$ cat src/rtl/mac_ctrl.sv
// mac_ctrl: sequencer for one signed multiply-accumulate datapath.
// Accepts a job configuration (vector length, vector count), consumes a
// stream of signed (x, k) pairs and emits one dot product per vector.
//
// Handshakes: a transfer happens on a rising edge where valid and ready are
// both high. Ready may depend combinationally on the consumer's ready
// (s_ready_o follows m_ready_i), and a valid output is held with stable data
// until it is accepted.
//
// Ports:
//   clk_i, rst_ni              clock, synchronous active-low reset
//   cfg_valid_i/cfg_ready_o    configuration handshake (accepted only in IDLE)
//   cfg_len_i, cfg_num_i       products per dot product, dot products per job
//   s_valid_i/s_ready_o        operand pair handshake
//   s_x_i, s_k_i               signed operands
//   m_valid_o/m_ready_i        result handshake
//   m_data_o                   signed dot product (wraps modulo 2^WidthAcc)
//   busy_o                     high whenever the sequencer is not IDLE
//
// Pipeline: handshake -> beat register -> mul (MulLatency) -> acc
// (AccLatency) -> output register. The sideband {valid, first, last} travels
// alongside the data so the output register captures exactly when the final
// sum of a vector reaches the accumulator output.

module mac_ctrl_mul #(
  parameter int WidthX     = 4,
  parameter int WidthK     = 8,
  parameter int MulLatency = 1,
  parameter int WidthP     = WidthX + WidthK
) (
  input  logic              clk_i,
  input  logic              rst_ni,
  input  logic              en_i,
  input  logic [WidthX-1:0] x_i,
  input  logic [WidthK-1:0] k_i,
  output logic [WidthP-1:0] p_o
);
  logic signed [WidthP-1:0] prod;
  logic [WidthP-1:0]        p_q [MulLatency];

  assign prod = WidthP'($signed(x_i)) * WidthP'($signed(k_i));

  always_ff @(posedge clk_i) begin
    if (!rst_ni) begin
      for (int i = 0; i < MulLatency; i++) p_q[i] <= '0;
    end else if (en_i) begin
      p_q[0] <= prod;
      for (int i = 1; i < MulLatency; i++) p_q[i] <= p_q[i-1];
    end
  end

  assign p_o = p_q[MulLatency-1];
endmodule

module mac_ctrl_acc #(
  parameter int WidthP     = 12,
  parameter int WidthAcc   = 20,
  parameter int AccLatency = 1
) (
  input  logic                clk_i,
  input  logic                rst_ni,
  input  logic                en_i,
  input  logic                x_valid_i,
  input  logic                first_i,
  input  logic [WidthP-1:0]   x_i,
  output logic [WidthAcc-1:0] y_o
);
  logic [WidthAcc-1:0] ext;
  // Stage 0 is the accumulator itself; later stages only delay its value.
  logic [WidthAcc-1:0] d_q [AccLatency];

  assign ext = WidthAcc'($signed(x_i));

  always_ff @(posedge clk_i) begin
    if (!rst_ni) begin
      for (int i = 0; i < AccLatency; i++) d_q[i] <= '0;
    end else if (en_i) begin
      // A first beat restarts the sum so nothing carries over between vectors.
      if (x_valid_i) d_q[0] <= first_i ? ext : d_q[0] + ext;
      for (int i = 1; i < AccLatency; i++) d_q[i] <= d_q[i-1];
    end
  end

  assign y_o = d_q[AccLatency-1];
endmodule

module mac_ctrl #(
  parameter int WidthX     = 4,
  parameter int WidthK     = 8,
  parameter int WidthAcc   = 20,
  parameter int MulLatency = 1,
  parameter int AccLatency = 1,
  parameter int MaxLen     = 1024,
  parameter int LenW       = $clog2(MaxLen + 1),
  parameter int NumW       = 16
) (
  input  logic                clk_i,
  input  logic                rst_ni,
  input  logic                cfg_valid_i,
  output logic                cfg_ready_o,
  input  logic [LenW-1:0]     cfg_len_i,
  input  logic [NumW-1:0]     cfg_num_i,
  input  logic                s_valid_i,
  output logic                s_ready_o,
  input  logic [WidthX-1:0]   s_x_i,
  input  logic [WidthK-1:0]   s_k_i,
  output logic                m_valid_o,
  input  logic                m_ready_i,
  output logic [WidthAcc-1:0] m_data_o,
  output logic                busy_o
);
  localparam int WidthP = WidthX + WidthK;

  typedef enum logic [1:0] {IDLE = 2'd0, RUN = 2'd1, DRAIN = 2'd2} state_e;

  state_e              state_q, state_d;
  logic [LenW-1:0]     len_q, idx_q;
  logic [NumW-1:0]     num_q, vec_q;
  logic                en, cfg_fire, cfg_ok, s_fire, is_last, last_vec, inflight;
  logic                b_vld_q, b_first_q, b_last_q;
  logic [WidthX-1:0]   b_x_q;
  logic [WidthK-1:0]   b_k_q;
  logic [2:0]          sb_q [MulLatency];   // {valid, first, last}
  logic                cap_q [AccLatency];
  logic                cap;
  logic [WidthP-1:0]   prod;
  logic [WidthAcc-1:0] acc_y;
  logic                m_valid_q;
  logic [WidthAcc-1:0] m_data_q;

  // Global stall: a held, unaccepted result freezes the whole pipeline.
  assign en       = !m_valid_q || m_ready_i;
  assign cfg_fire = cfg_valid_i && cfg_ready_o;
  assign cfg_ok   = (cfg_len_i != '0) && (cfg_num_i != '0);
  assign s_fire   = s_valid_i && s_ready_o;
  assign is_last  = (idx_q == len_q - LenW'(1));
  assign last_vec = (vec_q == num_q - NumW'(1));
  assign cap      = cap_q[AccLatency-1];

  always_comb begin
    inflight = b_vld_q || b_last_q;
    for (int i = 0; i < MulLatency; i++) inflight = inflight || sb_q[i][2] || sb_q[i][0];
    for (int i = 0; i < AccLatency; i++) inflight = inflight || cap_q[i];
  end

  // FSM: state register
  always_ff @(posedge clk_i) begin
    if (!rst_ni) state_q <= IDLE;
    else         state_q <= state_d;
  end

  // FSM: next state
  always_comb begin
    state_d = state_q;
    case (state_q)
      IDLE:  if (cfg_fire && cfg_ok) state_d = RUN;
      RUN:   if (s_fire && is_last && last_vec) state_d = DRAIN;
      DRAIN: if (!inflight && (!m_valid_q || m_ready_i)) state_d = IDLE;
      default: state_d = IDLE;
    endcase
  end

  // FSM: outputs
  always_comb begin
    cfg_ready_o = (state_q == IDLE);
    s_ready_o   = (state_q == RUN) && en;
    busy_o      = (state_q != IDLE);
  end

  // Job configuration and element/vector counters
  always_ff @(posedge clk_i) begin
    if (!rst_ni) begin
      len_q <= '0;
      num_q <= '0;
      idx_q <= '0;
      vec_q <= '0;
    end else if (cfg_fire && cfg_ok) begin
      len_q <= cfg_len_i;
      num_q <= cfg_num_i;
      idx_q <= '0;
      vec_q <= '0;
    end else if (s_fire) begin
      if (is_last) begin
        idx_q <= '0;
        vec_q <= vec_q + NumW'(1);
      end else begin
        idx_q <= idx_q + LenW'(1);
      end
    end
  end

  // Beat register and sideband delay lines. Cycles without a handshake
  // inject valid=0 so the accumulator holds.
  always_ff @(posedge clk_i) begin
    if (!rst_ni) begin
      b_vld_q   <= 1'b0;
      b_first_q <= 1'b0;
      b_last_q  <= 1'b0;
      b_x_q     <= '0;
      b_k_q     <= '0;
      for (int i = 0; i < MulLatency; i++) sb_q[i] <= '0;
      for (int i = 0; i < AccLatency; i++) cap_q[i] <= 1'b0;
    end else if (en) begin
      b_vld_q   <= s_fire;
      b_first_q <= s_fire && (idx_q == '0);
      b_last_q  <= s_fire && is_last;
      b_x_q     <= s_x_i;
      b_k_q     <= s_k_i;
      sb_q[0]   <= {b_vld_q, b_first_q, b_last_q};
      for (int i = 1; i < MulLatency; i++) sb_q[i] <= sb_q[i-1];
      cap_q[0]  <= sb_q[MulLatency-1][0];
      for (int i = 1; i < AccLatency; i++) cap_q[i] <= cap_q[i-1];
    end
  end

  mac_ctrl_mul #(
    .WidthX(WidthX), .WidthK(WidthK), .MulLatency(MulLatency), .WidthP(WidthP)
  ) u_mul (
    .clk_i(clk_i), .rst_ni(rst_ni), .en_i(en),
    .x_i(b_x_q), .k_i(b_k_q), .p_o(prod)
  );

  mac_ctrl_acc #(
    .WidthP(WidthP), .WidthAcc(WidthAcc), .AccLatency(AccLatency)
  ) u_acc (
    .clk_i(clk_i), .rst_ni(rst_ni), .en_i(en),
    .x_valid_i(sb_q[MulLatency-1][2]), .first_i(sb_q[MulLatency-1][1]),
    .x_i(prod), .y_o(acc_y)
  );

  // Output register: a capture coinciding with an accept replaces the result
  // and keeps valid high.
  always_ff @(posedge clk_i) begin
    if (!rst_ni) begin
      m_valid_q <= 1'b0;
      m_data_q  <= '0;
    end else if (en && cap) begin
      m_valid_q <= 1'b1;
      m_data_q  <= acc_y;
    end else if (m_valid_q && m_ready_i) begin
      m_valid_q <= 1'b0;
    end
  end

  assign m_valid_o = m_valid_q;
  assign m_data_o  = m_data_q;
endmodule

$ cat config.mk
export PLATFORM = sky130hd
export DESIGN_NAME = mac_ctrl
export DESIGN_NICKNAME = d
export VERILOG_FILES = /design/src/rtl/mac_ctrl.sv
export SDC_FILE = /design/constraint.sdc
export NUM_CORES = 1
export LEC_CHECK = 0
export BUFFER_PORTS_ARGS = -buffer_cell sky130_fd_sc_hd__buf_4
export CAP_MARGIN = 20
export CORE_AREA = 2 2 118 120
export CTS_CLUSTER_DIAMETER = 80
export CTS_CLUSTER_SIZE = 12
export DETAILED_ROUTE_END_ITERATION = 8
export DIE_AREA = 0 0 120 122
export GPL_TIMING_DRIVEN = 0
export PLACE_DENSITY = 0.8
export SKIP_CTS_REPAIR_TIMING = 1
export SYNTH_ARGS = -nofsm -noshare
export SYNTH_HDL_FRONTEND = slang
export SYNTH_SLANG_ARGS = --single-unit
$ cat constraint.sdc
create_clock -name clk_i -period 5.1 [get_ports clk_i]
set_input_delay 0.255 -clock clk_i [delete_from_list [all_inputs] [get_ports clk_i]]
set_output_delay 0.255 -clock clk_i [all_outputs]
set_load 0.05 [all_outputs]
==> metrics.md, run 1 <==
| Metric | Value |
|---|---|
| Status | `finished clean` |
| Top_reg_cell synth | `dfxtp_1` |
| Fin Setup TNS | `0 ps` |
| Crit Path Max Fanout | `10` |
| Fin util | `0.677` |
| CTS buffer count | `17` |
| CP top delay family | `adder cells` |
| Core Footprint | `about 14000 µm²` |
| CTS root buf | `clkbuf_16` |
| # DRC | `0` |
| EDFF count, synth | `36` |
| RSZ-0062 raised after global routing | `no` |
| Hold WC Path Type | `primary input to flop` |
| First drt pass iteration count | `6` |
| Crit path kind | `flop to flop` |
| Clock Latency Late Sink | `between 400 and 500 ps` |
| CP Data Arrival Time | `4400 ps` |
| Power per cell area | `293 nW/µm²` |
| Initial antenna violation count | `0` |
| Global-route wire length before repair | `between 30 and 40 mm` |
| Achievable Freq | `236 MHz` |
| Relative slew slack | `0.358` |
| Number of global-route vias before repair | `6411` |
| Worst-margin pin slew | `961 ps` |
| Post-synthesis cell area | `~7900 µm²` |
| Post-Syn Instances | `~920` |
| CTS tree | `done` |
| Total gr overflow | `0` |
| Pins over their slew limit | `0` |
| Die height | `between 100 and 150 µm` |
| CP peak stage delay | `roughly 560 ps` |
| Sink Count | `between 100 and 150` |
| Share of layout cells above drive strength 1 | `0.110` |
| Syn avg cell area | `approximately 8.6 µm²` |
| Leakage power | `about 3.7 nW` |
| Most used cell, CP | `fa_1` |
| Library cells used by synthesis | `68` |
| Worst VDD drop | `around 0.22 mV` |
| Sequential cell area | `2920 µm²` |
| Final setup viols | `0` |
| Cells along the critical path | `nand2b_1, fa_1, fa_1, inv_1, fa_1, ha_1, fa_1, a21oi_1, o21bai_1, a21oi_1, nor2_1, nor2_1, o21ai_0, xnor2_1, nor2_1` |
| Area Overhead vs Synth | `16.0%` |
| Period utilisation layout | `0.830` |
| Total number of vias | `slightly below 7000` |
| Antenna-violating nets left | `0` |
| Antenna Cells | `0` |
| Syn Nets | `around 1000` |
| Crit path buf inv count | `1` |
| DP Wirelength | `between 10 and 15 mm` |
| Max Cap Viol | `0` |
| Synthesis warning total | `0` |
| H-Tree Depth | `4` |
| Area of the die | `approximately 15000 µm²` |
| Clock tree buffer depth | `2` |
| Horiz. Die Dim | `roughly 120 µm` |
| DRT iter0 DRCs | `620` |
| Final wirelength | `18.7 mm` |
| Hold Fails Final Rpt | `0` |
| Area of the multi-input gates | `~4700 µm²` |
| CP startpoint kind | `flop` |
| Final min period | `approximately 4200 ps` |
| Fillers | `between 1000 and 1500` |
| CP max-delay cell | `fa_1` |
| Worst Clk Skew | `approximately 8.5 ps` |
| Largest net degree at the start of global routing | `21` |
| DR WL/cell | `15.6 µm` |
| Io pins | `68` |
| Initial Util | `0.584` |
| GPL Wtd Cong | `a little under 0.9` |
| GRT Total Usage | `0.264` |
| Critical Path RT | `roughly 5300 ps` |
| Port Buffers | `66` |
| Synthesized flop and latch total | `128` |
| Site Rows | `43` |
| Post-synthesis sequential area ratio | `0.371` |
| Nets@finish | `between 1000 and 1500` |
| Async SR Flop Fraction | `0` |
| Worst setup EP type | `flop` |
| Via density per instance | `between 5 and 6` |
| Worst-path clk slew | `roughly 50 ps` |
synth_stat cells, drive strengths merged (3+ instances only):
cell type / count / area share
o21bai: 5 / 0.0048
and3: 15 / 0.012
ha: 44 / 0.070
nand4: 13 / 0.010
nor4b: 3 / 0.0071
and2: 26 / 0.021
a211oi: 5 / 0.0048
nor2: 75 / 0.036
o31ai: 6 / 0.0057
a31oi: 4 / 0.0032
buf: 5 / 0.0054
o21ai: 18 / 0.011
mux2i: 5 / 0.0063
o311ai: 4 / 0.0044
fa: 18 / 0.046
o41ai: 4 / 0.0044
nand3b: 4 / 0.0038
or4: 6 / 0.0057
edfxtp: 36 / 0.14
or3: 5 / 0.0040
clkbuf: 34 / 0.016
inv: 26 / 0.012
xor2: 33 / 0.037
nor3: 13 / 0.0089
xnor2: 42 / 0.047
nor4: 14 / 0.012
dfxtp: 92 / 0.23
nand3: 29 / 0.018
o211ai: 4 / 0.0038
a21oi: 98 / 0.062
o21a: 6 / 0.0057
nand2: 158 / 0.076
nor3b: 4 / 0.0044
a311oi: 4 / 0.0044
or2: 4 / 0.0032
a21o: 6 / 0.0057
nor2b: 13 / 0.010
nand2b: 8 / 0.0063
registers in the layout, indices dropped and copies added (netlist names), 2 cells and up:
name / flops
b_x_q: 4
u_acc.d_q: 20
vec_q: 16
idx_q: 11
len_q: 11
state_q: 2
sb_q: 3
num_q: 16
m_data_o: 20
u_mul.p_q: 12
b_k_q: 8
metrics by stage:
step	area [µm²]	power, mW	hold WS (ps)	setup slack (ps)	instances
floorplan	7880	1.45	391	1310	916
global placement	8600	1.55	445	1040	1162
detailed placement	8600	1.56	450	940	1162
CTS	9150	2.69	74.6	893	1194
global route	9150	2.80	84.1	648	1194
finish	9150	2.68	86.1	868	1194
power by group:
part	total (mW)	leakage, nW	internal [mW]	switching (mW)
Combinational	0.426	2.32	0.187	0.239
Clock	1.13	0.269	0.704	0.428
Sequential	1.13	1.15	1.08	0.0422
placed cells by master (no fill, tap or decap), types with 4 or more instances in the layout:
| cell | Yosys | routed |
|---|---|---|
| a211oi_1 | 5 | 5 |
| o21ai_0 | 17 | 17 |
| o211ai_1 | 4 | 4 |
| mux2i_1 | 5 | 5 |
| nor2b_1 | 13 | 13 |
| o31ai_1 | 6 | 6 |
| o21bai_1 | 5 | 5 |
| dfxtp_1 | 92 | 92 |
| inv_1 | 26 | 26 |
| nand2b_1 | 8 | 8 |
| a31oi_1 | 4 | 4 |
| nand2_1 | 157 | 157 |
| nand3_1 | 29 | 29 |
| o21a_1 | 6 | 6 |
| a21o_1 | 6 | 6 |
| edfxtp_1 | 36 | 36 |
| nor3_1 | 12 | 12 |
| clkbuf_16 | 0 | 18 |
| or3_1 | 5 | 5 |
| a311oi_1 | 4 | 4 |
| and2_1 | 25 | 25 |
| o311ai_0 | 4 | 4 |
| nor4_1 | 13 | 13 |
| xor2_1 | 33 | 33 |
| or4_1 | 6 | 6 |
| o41ai_1 | 4 | 4 |
| clkinv_2 | 0 | 4 |
| xnor2_1 | 42 | 42 |
| a21oi_1 | 98 | 98 |
| nand3b_1 | 4 | 4 |
| clkbuf_1 | 34 | 40 |
| nor2_1 | 75 | 75 |
| fa_1 | 18 | 18 |
| buf_4 | 0 | 66 |
| nand4_1 | 13 | 13 |
| ha_1 | 44 | 44 |
| and3_1 | 15 | 15 |
| or2_2 | 4 | 4 |
layout make-up:
cell class,instances,area share
Tap cell,180,0.0246
Clock buffer,25,0.0532
Buffer,39,0.0186
Multi-Input combinational cell,723,0.513
Clock inverter,7,0.00629
Sequential cell,128,0.320
Timing Repair Buffer,66,0.0542
Inverter,26,0.0107
metal layers:
layer,track usage,up-vias,share of wire
li1,-,3390,-
met1,0.359,3287,0.47
met2,0.424,201,0.46
met3,0.0487,27,0.053
met4,0.0912,0,0.018
met5,0,-,0
worst reg2reg max path: stages, from the launching register on:
cell and delay, ps:
dfxtp_1 520, nand2b_1 140, fa_1 530, fa_1 560, inv_1 50, fa_1 460, ha_1 240, fa_1 410
a21oi_1 190, o21bai_1 120, a21oi_1 170, nor2_1 60, nor2_1 160, o21ai_0 140, xnor2_1 170, nor2_1 50
cells by family after synthesis:
group / after synthesis / share of synthesized area
buf+inv: 65 / 0.0340
xor+xnor: 75 / 0.0833
simple gates: 398 / 0.248
compound gates: 182 / 0.140
flops: 128 / 0.371
fa+ha+maj: 62 / 0.116
mux: 6 / 0.00778
worst paths after layout:
check | slack [ps] | end | cells after the start | start
max | 870 | u_mul.p_q[0][11]$_SDFFCE_PN0P_ | 15 | b_x_q[3]$_SDFFE_PN0N_
min | 90 | b_x_q[2]$_SDFFE_PN0N_ | 3 | s_x_i[2]
max reg2reg | 870 | u_mul.p_q[0][11]$_SDFFCE_PN0P_ | 15 | b_x_q[3]$_SDFFE_PN0N_
min reg2reg | 450 | m_data_o[16]$_SDFFE_PN0P_ | 2 | m_data_o[16]$_SDFFE_PN0P_
Power figures use the tool's default switching activity.
==> run 2: changes to the inputs <==
==> constraint.sdc (replaced) <==
create_clock -name clk_i -period 3.95 [get_ports clk_i]
set_input_delay 0.1975 -clock clk_i [delete_from_list [all_inputs] [get_ports clk_i]]
set_output_delay 0.1975 -clock clk_i [all_outputs]
set_load 0.05 [all_outputs]
==> run 2 against run 1 <==
Setup slack got worse by 770 ps. Flip-flop and latch count did not move. Fmax rose by 9.9%. Sequential power rose by 28%. Worst hold slack got worse by 75 ps. Via count rose by 0.22%. Clock-buffer cell count did not move. Clock power rose by 29%. Die area did not move. Critical endpoint unchanged.
==> metrics.md, run 2 (synthesized netlist as in run 1, its figures left out) <==
| Metric | Value |
|---|---|
| Hold Fails Final Rpt | `0` |
| Initial Util | `0.584` |
| Crit Path Max Fanout | `5` |
| Core Footprint | `about 14000 µm²` |
| Worst Clk Skew | `between 5 and 6 ps` |
| Total number of vias | `between 6000 and 7000` |
| Worst setup EP type | `flop` |
| GR Util met2 | `0.424` |
| Power per cell area | `377 nW/µm²` |
| Critical Path RT | `approximately 4100 ps` |
| DRT iter0 DRCs | `approximately 660` |
| CP Data Arrival Time | `4020 ps` |
| Final total power | `3.47 mW` |
| Post-Layout Cell Count | `about 1200` |
| CTS buffer count | `17` |
| Port Buffers | `66` |
| Leakage power | `around 3.8 nW` |
| Initial antenna violation count | `0` |
| First drt pass iteration count | `5` |
| CTS tree | `done` |
| Horiz. Die Dim | `between 100 and 150 µm` |
| Die height | `between 100 and 150 µm` |
| CTS root buf | `clkbuf_16` |
| Sink Count | `around 130` |
| Largest net degree at the start of global routing | `21` |
| H-Tree Depth | `4` |
| Nets@finish | `roughly 1100` |
| Number of global-route vias before repair | `around 6400` |
| # DRC | `0` |
| Antenna Cells | `0` |
| DR WL/cell | `roughly 16 µm` |
| Commonest non-fill, non-tap cell in the layout | `nand2_1` |
| Fillers | `roughly 1100` |
| Period utilisation layout | `0.975` |
| Met3 usage | `0.0487` |
| Hold WC Path Type | `primary input to flop` |
| Final setup viols | `0` |
| Area of the die | `~15000 µm²` |
| Status | `finished clean` |
| R2r worst-path depth | `15` |
| Clock Latency Late Sink | `between 400 and 500 ps` |
| Worst VDD drop | `about 0.29 mV` |
| Worst Hold Depth | `3` |
| Worst-margin pin slew | `around 970 ps` |
| Final wirelength | `between 15 and 20 mm` |
| Io pins | `roughly 70` |
| Relative slew slack | `0.353` |
| Pins over their slew limit | `0` |
| Via density per instance | `between 5 and 6` |
| Achievable Freq | `between 200 and 300 MHz` |
| Site Rows | `43` |
| Worst-path clk slew | `60 ps` |
| Share of layout cells above drive strength 1 | `0.126` |
| DP Wirelength | `13.6 mm` |
| Post-placement cell count | `1162` |
| GPL Wtd Cong | `around 0.87` |
| CP startpoint kind | `flop` |
| Global-route wire length before repair | `30.5 mm` |
| GRT Total Usage | `0.264` |
| Final min period | `~3900 ps` |
| Most frequent cells in the layout | `nand2_1 (157), a21oi_1 (94), dfxtp_1 (87)` |
| Antenna-violating nets left | `0` |
| Area Overhead vs Synth | `16.9%` |
| Total gr overflow | `0` |
| Most utilized layer in the global route result | `met2` |
| Met1 Use GR | `0.359` |
| Crit path kind | `flop to flop` |
| Max Cap Viol | `0` |
| Clock tree buffer depth | `2` |
==> run 2: changes by cell type in the layout (fill, tap and decap cells not counted), sizes merged <==
cell,change
buf,+4
==> run 2: worst paths after layout <==
path	start	to	slack [ps]
setup / recovery	b_k_q[0]$_SDFFE_PN0N_	u_mul.p_q[0][11]$_SDFFCE_PN0P_	100
hold / removal	s_x_i[1]	b_x_q[1]$_SDFFE_PN0N_	10
setup reg to reg	b_k_q[0]$_SDFFE_PN0N_	u_mul.p_q[0][11]$_SDFFCE_PN0P_	100
hold reg to reg	m_data_o[16]$_SDFFE_PN0P_	m_data_o[16]$_SDFFE_PN0P_	450
==> run 2: worst max-delay path: stages, from the launching register on <==
cell and delay (ps):
dfxtp_1 330, nand2b_1 160, fa_1 480, fa_1 560
inv_1 50, fa_1 450, ha_2 210, fa_2 370
a21oi_2 180, o21bai_2 100, a21oi_2 130, nor2_1 60
nor2_1 170, o21ai_1 110, xnor2_1 180, nor2_1 50
==> run 2: area by class of cell <==
cell class | count | area [µm²] | area share
inverters | 26 | 97.6 | 0.0106
flip-flops and latches | 128 | 2940 | 0.319
multi-input cells | 723 | 4720 | 0.512
clock buffers | 25 | 487 | 0.0528
well taps | 180 | 225 | 0.0244
repair buffers | 70 | 526 | 0.0570
clock inverters | 7 | 57.6 | 0.00625
plain buffers | 39 | 170 | 0.0185
==> run 2: metal layers <==
layer  wire (µm)  vias up  part of all wire
met5           0        -                 0
met4         377        0             0.020
met3         952       35             0.051
met2        8750      190              0.46
met1        8740     3289              0.46
li1            -     3406                 -
==> run 2: metrics by stage <==
step | setup TNS, ps | setup WS [ps] | area, µm² | util | hold WS [ps]
3_5_place_dp | -327 | -210 | 8600 | 0.637 | 450
6_report | 0 | 99.1 | 9220 | 0.682 | 11.0
2_1_floorplan | 0 | 159 | 7880 | - | 333
4_1_cts | -475 | -257 | 9150 | 0.677 | 17.1
3_3_place_gp | -108 | -108 | 8600 | 0.637 | 445
5_1_grt | -25.0 | -25.0 | 9220 | 0.682 | 25.3
==> run 2: power breakdown <==
group | switching [mW] | internal, mW | total [mW]
clock network | 0.556 | 0.909 | 1.46
logic | 0.314 | 0.245 | 0.558
registers | 0.0533 | 1.40 | 1.45
